===== src/rtl/disbus_pkg.sv =====
// Shared types and constants for the display/clock bus initiator.
package disbus_pkg;

  localparam int unsigned QDIV_DEF = 75;
  localparam int unsigned DIV_W    = 8;
  localparam int unsigned BIT_W    = 4;
  localparam logic [BIT_W-1:0] ACK_SLOT = BIT_W'(8);

  typedef enum logic [1:0] {
    OP_START = 2'd0,
    OP_WRITE = 2'd1,
    OP_READ  = 2'd2,
    OP_STOP  = 2'd3
  } op_e;

  typedef enum logic [2:0] {
    ST_IDLE  = 3'd0,
    ST_HELD  = 3'd1,
    ST_START = 3'd2,
    ST_BIT   = 3'd3,
    ST_STOP  = 3'd4
  } state_e;

  // Quarters in which SCL has just been released and a responder may stretch it.
  function automatic logic is_rel_q(input state_e st, input logic [1:0] q, input logic rep);
    return (q == 2'd1) && ((st == ST_BIT) || (st == ST_STOP) || ((st == ST_START) && rep));
  endfunction

endpackage


===== src/rtl/disbus_qdiv.sv =====
// Quarter-SCL-period tick generator; parks at the reload value while not running.
module disbus_qdiv
  import disbus_pkg::*;
#(
  parameter int unsigned QDIV = QDIV_DEF
) (
  input  logic clk,
  input  logic reset_n,
  input  logic i_run,
  input  logic i_hold,
  output logic o_tick_c
);

  localparam logic [DIV_W-1:0] RELOAD = DIV_W'(QDIV - 1);

  logic [DIV_W-1:0] r_cnt;

  assign o_tick_c = i_run && !i_hold && (r_cnt == '0);

  always_ff @(posedge clk or negedge reset_n) begin
    if (!reset_n) begin
      r_cnt <= RELOAD;
    end else if (!i_run || o_tick_c) begin
      r_cnt <= RELOAD;
    end else if (!i_hold) begin
      r_cnt <= r_cnt - 1'b1;
    end
  end

endmodule


===== src/rtl/disbus_master.sv =====
// Byte-level two-wire bus initiator: START / WRITE / READ / STOP commands
// become open-drain SCL/SDA waveforms built from four quarters per bit.
module disbus_master
  import disbus_pkg::*;
#(
  parameter int unsigned QDIV    = QDIV_DEF,
  parameter bit          STRETCH = 1'b1
) (
  input  logic       clk,
  input  logic       reset_n,
  input  logic       cmd_valid,
  output logic       cmd_ready,
  input  logic [1:0] cmd_op,
  input  logic [7:0] cmd_wdata,
  input  logic       cmd_nack,
  output logic       rsp_valid,
  output logic [7:0] rsp_rdata,
  output logic       rsp_ack,
  output logic       busy,
  output logic       scl_out,
  input  logic       scl_in,
  output logic       sda_out,
  input  logic       sda_in
);

  state_e           r_state;
  logic [1:0]       r_q;
  logic [BIT_W-1:0] r_bit;
  logic [7:0]       r_shift;
  logic             r_wr;
  logic             r_nack;
  logic             r_ack;
  logic             r_rep;
  logic             r_cmd_ready;
  logic             r_rsp_valid;
  logic [7:0]       r_rsp_rdata;
  logic             r_rsp_ack;
  logic             r_busy;
  logic             r_scl;
  logic             r_sda;

  logic w_accept;
  logic w_run;
  logic w_hold;
  logic w_tick;
  op_e  w_op;

  assign w_accept = cmd_valid && r_cmd_ready;
  assign w_op     = op_e'(cmd_op);
  assign w_run    = (r_state == ST_START) || (r_state == ST_BIT) || (r_state == ST_STOP);
  assign w_hold   = STRETCH && is_rel_q(r_state, r_q, r_rep) && !scl_in;

  disbus_qdiv #(.QDIV(QDIV)) u_qdiv (
    .clk      (clk),
    .reset_n  (reset_n),
    .i_run    (w_run),
    .i_hold   (w_hold),
    .o_tick_c (w_tick)
  );

  assign cmd_ready = r_cmd_ready;
  assign rsp_valid = r_rsp_valid;
  assign rsp_rdata = r_rsp_rdata;
  assign rsp_ack   = r_rsp_ack;
  assign busy      = r_busy;
  assign scl_out   = r_scl;
  assign sda_out   = r_sda;

  always_ff @(posedge clk or negedge reset_n) begin
    if (!reset_n) begin
      r_state     <= ST_IDLE;
      r_q         <= 2'd0;
      r_bit       <= '0;
      r_shift     <= 8'h00;
      r_wr        <= 1'b0;
      r_nack      <= 1'b0;
      r_ack       <= 1'b0;
      r_rep       <= 1'b0;
      r_cmd_ready <= 1'b1;
      r_rsp_valid <= 1'b0;
      r_rsp_rdata <= 8'h00;
      r_rsp_ack   <= 1'b0;
      r_busy      <= 1'b0;
      r_scl       <= 1'b1;
      r_sda       <= 1'b1;
    end else begin
      r_rsp_valid <= 1'b0;
      case (r_state)
        ST_IDLE, ST_HELD: begin
          // Commands that need the bus are swallowed in IDLE; ready returns next cycle.
          if (w_accept) begin
            r_cmd_ready <= 1'b0;
            r_q         <= 2'd0;
            case (w_op)
              OP_START: begin
                r_state <= ST_START;
                r_rep   <= (r_state == ST_HELD);
                r_busy  <= 1'b1;
                r_sda   <= 1'b1;
              end
              OP_WRITE, OP_READ: begin
                if (r_state == ST_HELD) begin
                  r_state <= ST_BIT;
                  r_bit   <= '0;
                  r_wr    <= (w_op == OP_WRITE);
                  r_nack  <= cmd_nack;
                  r_shift <= (w_op == OP_WRITE) ? cmd_wdata : 8'h00;
                  r_sda   <= (w_op == OP_WRITE) ? cmd_wdata[7] : 1'b1;
                end
              end
              OP_STOP: begin
                if (r_state == ST_HELD) begin
                  r_state <= ST_STOP;
                  r_sda   <= 1'b0;
                end
              end
              default: ;
            endcase
          end else begin
            r_cmd_ready <= 1'b1;
          end
        end

        // From idle: SDA falls under high SCL in 3 quarters; repeated start re-raises SCL first.
        ST_START: begin
          if (w_tick) begin
            case (r_q)
              2'd0: begin
                r_q <= 2'd1;
                if (r_rep) r_scl <= 1'b1;
                else       r_sda <= 1'b0;
              end
              2'd1: begin
                r_q <= 2'd2;
                if (r_rep) r_sda <= 1'b0;
                else       r_scl <= 1'b0;
              end
              2'd2: begin
                if (r_rep) begin
                  r_q   <= 2'd3;
                  r_scl <= 1'b0;
                end else begin
                  r_q         <= 2'd0;
                  r_state     <= ST_HELD;
                  r_cmd_ready <= 1'b1;
                end
              end
              default: begin
                r_q         <= 2'd0;
                r_state     <= ST_HELD;
                r_cmd_ready <= 1'b1;
              end
            endcase
          end
        end

        ST_BIT: begin
          if (w_tick) begin
            case (r_q)
              2'd0: begin
                r_q   <= 2'd1;
                r_scl <= 1'b1;
              end
              2'd1: r_q <= 2'd2;
              2'd2: begin
                r_q   <= 2'd3;
                r_scl <= 1'b0;
                if (r_bit == ACK_SLOT) r_ack <= r_wr ? !sda_in : !r_nack;
                else if (!r_wr)        r_shift <= {r_shift[6:0], sda_in};
              end
              default: begin
                r_q <= 2'd0;
                if (r_bit == ACK_SLOT) begin
                  r_state     <= ST_HELD;
                  r_cmd_ready <= 1'b1;
                  r_rsp_valid <= 1'b1;
                  r_rsp_rdata <= r_wr ? 8'h00 : r_shift;
                  r_rsp_ack   <= r_ack;
                end else begin
                  r_bit <= r_bit + 1'b1;
                  if (r_bit == ACK_SLOT - 1'b1) r_sda <= r_wr ? 1'b1 : r_nack;
                  else                          r_sda <= r_wr ? r_shift[6] : 1'b1;
                  if (r_wr) r_shift <= {r_shift[6:0], 1'b0};
                end
              end
            endcase
          end
        end

        ST_STOP: begin
          if (w_tick) begin
            case (r_q)
              2'd0: begin
                r_q   <= 2'd1;
                r_scl <= 1'b1;
              end
              2'd1: begin
                r_q   <= 2'd2;
                r_sda <= 1'b1;
              end
              2'd2: r_q <= 2'd3;
              default: begin
                r_q         <= 2'd0;
                r_state     <= ST_IDLE;
                r_busy      <= 1'b0;
                r_cmd_ready <= 1'b1;
              end
            endcase
          end
        end

        default: r_state <= ST_IDLE;
      endcase
    end
  end

endmodule


===== config.mk =====
export PLATFORM = sky130hd
export DESIGN_NAME = disbus_master
export DESIGN_NICKNAME = d
export VERILOG_FILES = /design/src/rtl/disbus_pkg.sv /design/src/rtl/disbus_qdiv.sv /design/src/rtl/disbus_master.sv
export SDC_FILE = /design/constraint.sdc
export NUM_CORES = 1
export LEC_CHECK = 0
export BUFFER_PORTS_ARGS = -buffer_cell sky130_fd_sc_hd__buf_2
export CAP_MARGIN = 40
export CORE_ASPECT_RATIO = 1.25
export CORE_MARGIN = 1
export CORE_UTILIZATION = 50
export DETAILED_ROUTE_END_ITERATION = 10
export GPL_TIMING_DRIVEN = 0
export PLACE_DENSITY = 0.68
export SLEW_MARGIN = 20
export SYNTH_ARGS = -nofsm -noshare
export SYNTH_HDL_FRONTEND = slang
export SYNTH_SLANG_ARGS = --single-unit

===== constraint.sdc =====
create_clock -name clk -period 2.5 [get_ports clk]
set_input_delay 0.125 -clock clk [delete_from_list [all_inputs] [get_ports clk]]
set_output_delay 0.125 -clock clk [all_outputs]
set_load 0.05 [all_outputs]

==> impl_metrics.json, run 1 <==
{
  "placed_cells": 366,
  "synth_top_family_by_area": "simple AND/OR/NAND/NOR gates",
  "fp-row-count": 29,
  "vias_per_cell": 5.84,
  "synth_mux_area_share_pct": 8.80,
  "dr.pass1.iters": 4,
  "critPathKind": "reg -> reg",
  "fmax_mhz": 421,
  "yosysTopAreaCell": "dfrtp_1",
  "ys_types": 57,
  "crit_arrival_ns": 2.61,
  "drt_wl_total_mm": 5.81,
  "synth_enable_flop_cells": 0,
  "drive_gt1_share_pct": 24.0,
  "synth_cells": 274,
  "diodes": 0,
  "fp.dieArea_mm2": 0.00553,
  "layout.nets": 339,
  "seq_area_frac_synth_pct": 41.4,
  "syn_nets": 301,
  "dp_hpwl_mm": 4.28,
  "start_kind": "flop",
  "port_buffers": 29,
  "io_pins": 30,
  "worstMarginPinSlew_ns": 0.606,
  "via_count": 2191,
  "grt_pass1_vias": 2190,
  "endpoint_kind": "flop",
  "drt_iter0_drc": 122,
  "hold_viol_final": 0,
  "antenna_found_initial": 0,
  "status": "finished, final reports clean",
  "die_y_um": 82.9,
  "coreArea_mm2": 0.00504,
  "wl_per_cell_um": 15.5,
  "maxSlewViolCount": 0,
  "hp-class": "in -> reg",
  "antenna_left": 0,
  "period_minus_slack_ns": 2.38,
  "clock_sinks": 43,
  "synth_fa_ha_area_share_pct": 5.26,
  "max_slew_margin_pct": 59.5,
  "grt_pass1_wl_mm": 10.1,
  "required_ns": 2.73,
  "yosys.area_share.simple_pct": 19.1,
  "synth_top_cells_by_area": "dfrtp_1 (35%), mux2_2 (6.9%), dfstp_2 (6.0%)",
  "clk_pin_slew_ns": 0.09,
  "die_x_um": 66.7,
  "ir_drop_mv": 0.494,
  "fin_skew_ns": 0.00875,
  "clockBufferDepth": 2,
  "p_per_area_mw_per_mm2": 999,
  "avgSynthCellArea_um2": 9.55,
  "clock_latency_ns": 0.30,
  "grt_max_degree": 27,
  "yosysWarningCount": 0,
  "async_flop_share_pct": 100,
  "path_max_fanout": 8,
  "synth-xor-area-share_pct": 2.34,
  "final_util_pct": 58.7,
  "yosysTopAreaCellShare_pct": 35.4,
  "yosys_most_used_dff": "dfrtp_1",
  "synthesis.area_mm2": 0.00262,
  "post-place-ws_ns": 0.0456,
  "drc": 0,
  "holdWs_ns": 0.0604,
  "cts-buffers-inserted": 5,
  "htreeDepth": 2,
  "final_cells": 375,
  "setup_viol": 0,
  "clk_root_buffer_cell": "clkbuf_8",
  "synth-compound-area-share_pct": 17.6,
  "max-cap-violations": 0,
  "grt_remaining_overflow": 0,
  "initial_core_util_pct": 51.9,
  "min_period_over_period_pct": 95.0,
  "place.gp.congestion": 0.875,
  "grt.total_usage_pct": 23.4,
  "synth_seq_cells": 43,
  "tritoncts": "yes",
  "power.leakage_nw": 1.39,
  "syn2layout_area_growth_pct": 13.2,
  "layout_setup_ws_ns": 0.124,
  "fin_tns_setup_ns": 0
}
[final timing paths]
kind                                start        end  slack, ns  depth (start not counted)
worst max-delay path               r_q[0]    sda_out       0.12                          7
worst min-delay path             cmd_nack     r_nack       0.06                          2
worst max register to register     r_q[0]    sda_out       0.12                          7
worst min register to register  cmd_ready  cmd_ready       0.50                          2
max in group asynchronous         reset_n    sda_out       1.63                          3
min in group asynchronous         reset_n     r_q[0]       0.30                          2
[worst max-delay path, cell delays in order, from the launching register on]
cell,delay [ns]
dfrtp_1,0.42
inv_1,0.13
ha_1,0.31
or3b_2,0.47
a311oi_1,0.28
a311oi_1,0.08
a211oi_1,0.24
mux2_2,0.37
[registers in the layout, indices dropped and copies added, names as in the netlist]
| name | count |
|---|---|
| sda_out | 1 |
| r_state | 3 |
| cmd_ready | 1 |
| rsp_valid | 1 |
| r_ack | 1 |
| r_bit | 4 |
| r_wr | 1 |
| rsp_rdata | 8 |
| rsp_ack | 1 |
| scl_out | 1 |
| busy | 1 |
| r_nack | 1 |
| r_rep | 1 |
| r_q | 2 |
| r_shift | 8 |
| u_qdiv.r_cnt | 8 |
[power by group]
group	switching [mW]	total, mW	internal (mW)
clock network	0.254	0.448	0.195
logic	0.894	1.45	0.553
registers	0.156	1.06	0.909
[layer usage]
metal / part of all wire (%) / track usage [%] / wire length (µm) / up-vias
li1: - / - / - / 1060
met1: 44 / 31.0 / 2580 / 1068
met2: 51 / 38.4 / 2940 / 53
met3: 3.3 / 3.71 / 193 / 10
met4: 1.7 / 7.74 / 99 / 0
met5: 0 / 0 / 0 / -
[area by class of cell]
type / count / area (µm²)
Fill cell: 471 / 2080
Multi-Input combinational cell: 195 / 1390
Sequential cell: 43 / 1080
Timing Repair Buffer: 31 / 175
Inverter: 24 / 90.1
Tap cell: 62 / 77.6
Clock buffer: 5 / 68.8
Buffer: 12 / 55.1
Clock inverter: 3 / 20.0
[per-stage QoR]
stage | area (µm²) | power, mW
6_report | 2960 | 2.96
5_1_grt | 2960 | 3.19
4_1_cts | 2960 | 2.95
3_5_place_dp | 2860 | 2.49
3_3_place_gp | 2840 | 2.47
2_1_floorplan | 2620 | 2.15
[cell usage after synthesis, drive strengths merged, types with 4 or more instances]
cell type	count
mux2i	5
nand2b	5
o21ai	13
nor2b	4
nor2	24
dfrtp	37
nor3	5
nand3	8
dfstp	6
inv	24
nand2	26
ha	11
buf	5
mux2	16
xor2	4
a21oi	8
clkbuf	7
nor4	4
a222oi	8
o211ai	4
[logic make-up (layout without fill, tap and decap cells)]
family	count (synthesis)	in the layout
AO/OA/AOI/OAI	63	63
XOR/XNOR	7	7
adder cells (fa/ha/maj)	11	11
buffers and inverters	36	75
flip-flops	43	43
multiplexers	21	21
AND/OR/NAND/NOR	93	93
[placed cells by master (no fill, tap or decap), types with 6 or more instances in the layout]
cell,count
dfrtp_1,37
buf_2,31
nand2_1,26
inv_1,24
nor2_1,24
mux2_2,16
o21ai_0,11
ha_1,11
a222oi_1,8
clkbuf_1,7
nand3_1,7
a21oi_1,7
dfstp_2,6
[timing repair]
| item | in CTS | in global routing |
|---|---|---|
| endpoints found under the setup margin | 0 | 9 |
| resized for setup | 0 | 2 |
| endpoints found under the hold margin | 13 | 0 |
| buffers inserted | 0 | 0 |
| hold buffers | 1 | 0 |
No activity file was read; power rests on OpenSTA's default activity.
==> inputs of run 2 (changes only) <==
- clock period: 2.5 -> 2.6 ns (I/O delays scaled with it)
==> impl_metrics.json, run 2 (synthesis gave the netlist of run 1 again) <==
{
  "status": "finished, final reports clean",
  "fillers": 472,
  "cpLargestDelayFamily": "compound AO/OA/AOI/OAI gates",
  "drive_gt1_share_pct": 24.0,
  "grt_remaining_overflow": 0,
  "power.leakage_nw": 1.39,
  "via_count": 2176,
  "vias_per_cell": 5.80,
  "max-cap-violations": 0,
  "final_util_pct": 58.7,
  "final_cells": 375,
  "wl_per_cell_um": 15.4,
  "endpoint_kind": "flop",
  "clk_root_buffer_cell": "clkbuf_8",
  "hp-class": "in -> reg",
  "hold_depth": 2,
  "period_minus_slack_ns": 2.38,
  "diodes": 0,
  "clk_pin_slew_ns": 0.09,
  "coreArea_mm2": 0.00504,
  "holdPathEnd": "r_nack",
  "antenna_left": 0,
  "crit_arrival_ns": 2.57,
  "place.gp.congestion": 0.875,
  "grt_pass1_wl_mm": 10.1,
  "clockBufferDepth": 2,
  "antenna_found_initial": 0,
  "io_pins": 30,
  "fin_tns_setup_ns": 0,
  "clock_latency_ns": 0.30,
  "layout.nets": 339,
  "hold_viol_final": 0,
  "r2r.worst_path.cells": 8,
  "hp-start": "cmd_nack",
  "crit_buf_inv": 2,
  "grt_pass1_vias": 2190,
  "final_common_cell": "dfrtp_1",
  "htreeDepth": 2,
  "critPathKind": "reg -> reg",
  "dr.pass1.iters": 4,
  "worstMarginPinSlew_ns": 0.605,
  "max_stage_delay_ns": 0.60,
  "syn2layout_area_growth_pct": 13.2,
  "initial_core_util_pct": 51.9,
  "max_slew_margin_pct": 59.4,
  "worstReg2RegStart": "r_q[0]",
  "ir_drop_mv": 0.475,
  "dp_hpwl_mm": 4.28,
  "rsz0062_at_grt": "false",
  "drc": 0,
  "grt_max_degree": 27,
  "path_max_fanout": 8,
  "fmax_mhz": 420,
  "layout_common_cells": "dfrtp_1 (37), buf_2 (31), nand2_1 (26)",
  "min_period_over_period_pct": 91.6,
  "setup_viol": 0,
  "cts-buffers-inserted": 5,
  "drt_iter0_drc": 122,
  "critPathSlowestCell": "a2111oi_0",
  "clock_sinks": 43,
  "crit_chain": "inv_1 > ha_1 > clkbuf_1 > a2111oi_0 > o32ai_1 > nor2_1 > o21ai_0 > mux2_2",
  "placed_cells": 366,
  "fin_skew_ns": 0.00896,
  "port_buffers": 29,
  "fp.dieArea_mm2": 0.00553,
  "drt_wl_total_mm": 5.79,
  "required_ns": 2.79,
  "p_per_area_mw_per_mm2": 958,
  "r2r_slack_ns": 0.22,
  "r2r-end": "r_state[1]",
  "tritoncts": "yes",
  "die_x_um": 66.7,
  "start_kind": "flop",
  "die_y_um": 82.9,
  "grt.total_usage_pct": 23.4,
  "maxSlewViolCount": 0,
  "fp-row-count": 29
}
## run 2: cell count changes in the layout (fill, tap and decap cells not counted)
cell and change:
a2111oi_0 +1, a2111oi_1 -1
## run 2: power breakdown
group / internal, mW / switching, mW
Clock: 0.187 / 0.243
Combinational: 0.531 / 0.855
Sequential: 0.874 / 0.146
## run 2: cell type report
| cell class | instances | area (µm²) | area share, % |
|---|---|---|---|
| clock buffers | 5 | 68.8 | 2.32 |
| inverters | 24 | 90.1 | 3.04 |
| repair buffers | 31 | 175 | 5.91 |
| multi-input cells | 195 | 1390 | 47.0 |
| flip-flops and latches | 43 | 1080 | 36.6 |
| plain buffers | 12 | 55.1 | 1.86 |
| clock inverters | 3 | 20.0 | 0.676 |
| well taps | 62 | 77.6 | 2.62 |
## run 2: timing repair
item	in CTS	in global routing
hold endpoints to repair	13	0
endpoints found under the setup margin	0	8
setup buffers	0	0
resized for setup	0	1
hold buffers	1	0
## run 2: how the worst max path moves through the flow
| stage | cells after the start | to | from |
|---|---|---|---|
| 3_3_place_gp | 5 | r_shift[3] | r_state[0] |
| 2_1_floorplan | 7 | sda_out | r_q[0] |
| 5_1_grt | 8 | r_state[1] | r_q[0] |
| 4_1_cts | 5 | r_shift[1] | r_state[0] |
| 3_5_place_dp | 5 | r_shift[1] | r_state[0] |
| 6_report | 8 | r_state[1] | r_q[0] |
## run 2: per-layer routing
layer / global-route usage (%) / up-vias / wire length [µm]
li1: - / 1064 / -
met1: 31.0 / 1055 / 2580
met2: 38.4 / 47 / 2930
met3: 3.71 / 10 / 172
met4: 7.74 / 0 / 99
met5: 0 / - / 0
## run 2: through the flow
stage | total power [mW] | setup slack [ns] | hold slack, ns | cell area (µm²)
floorplan | 2.07 | 0.491 | -0.166 | 2620
global placement | 2.37 | 0.154 | 0.335 | 2840
detailed placement | 2.40 | 0.146 | 0.109 | 2860
CTS | 2.84 | 0.137 | 0.0623 | 2960
global route | 3.07 | 0.0412 | 0.0695 | 2960
finish | 2.84 | 0.218 | 0.0650 | 2960
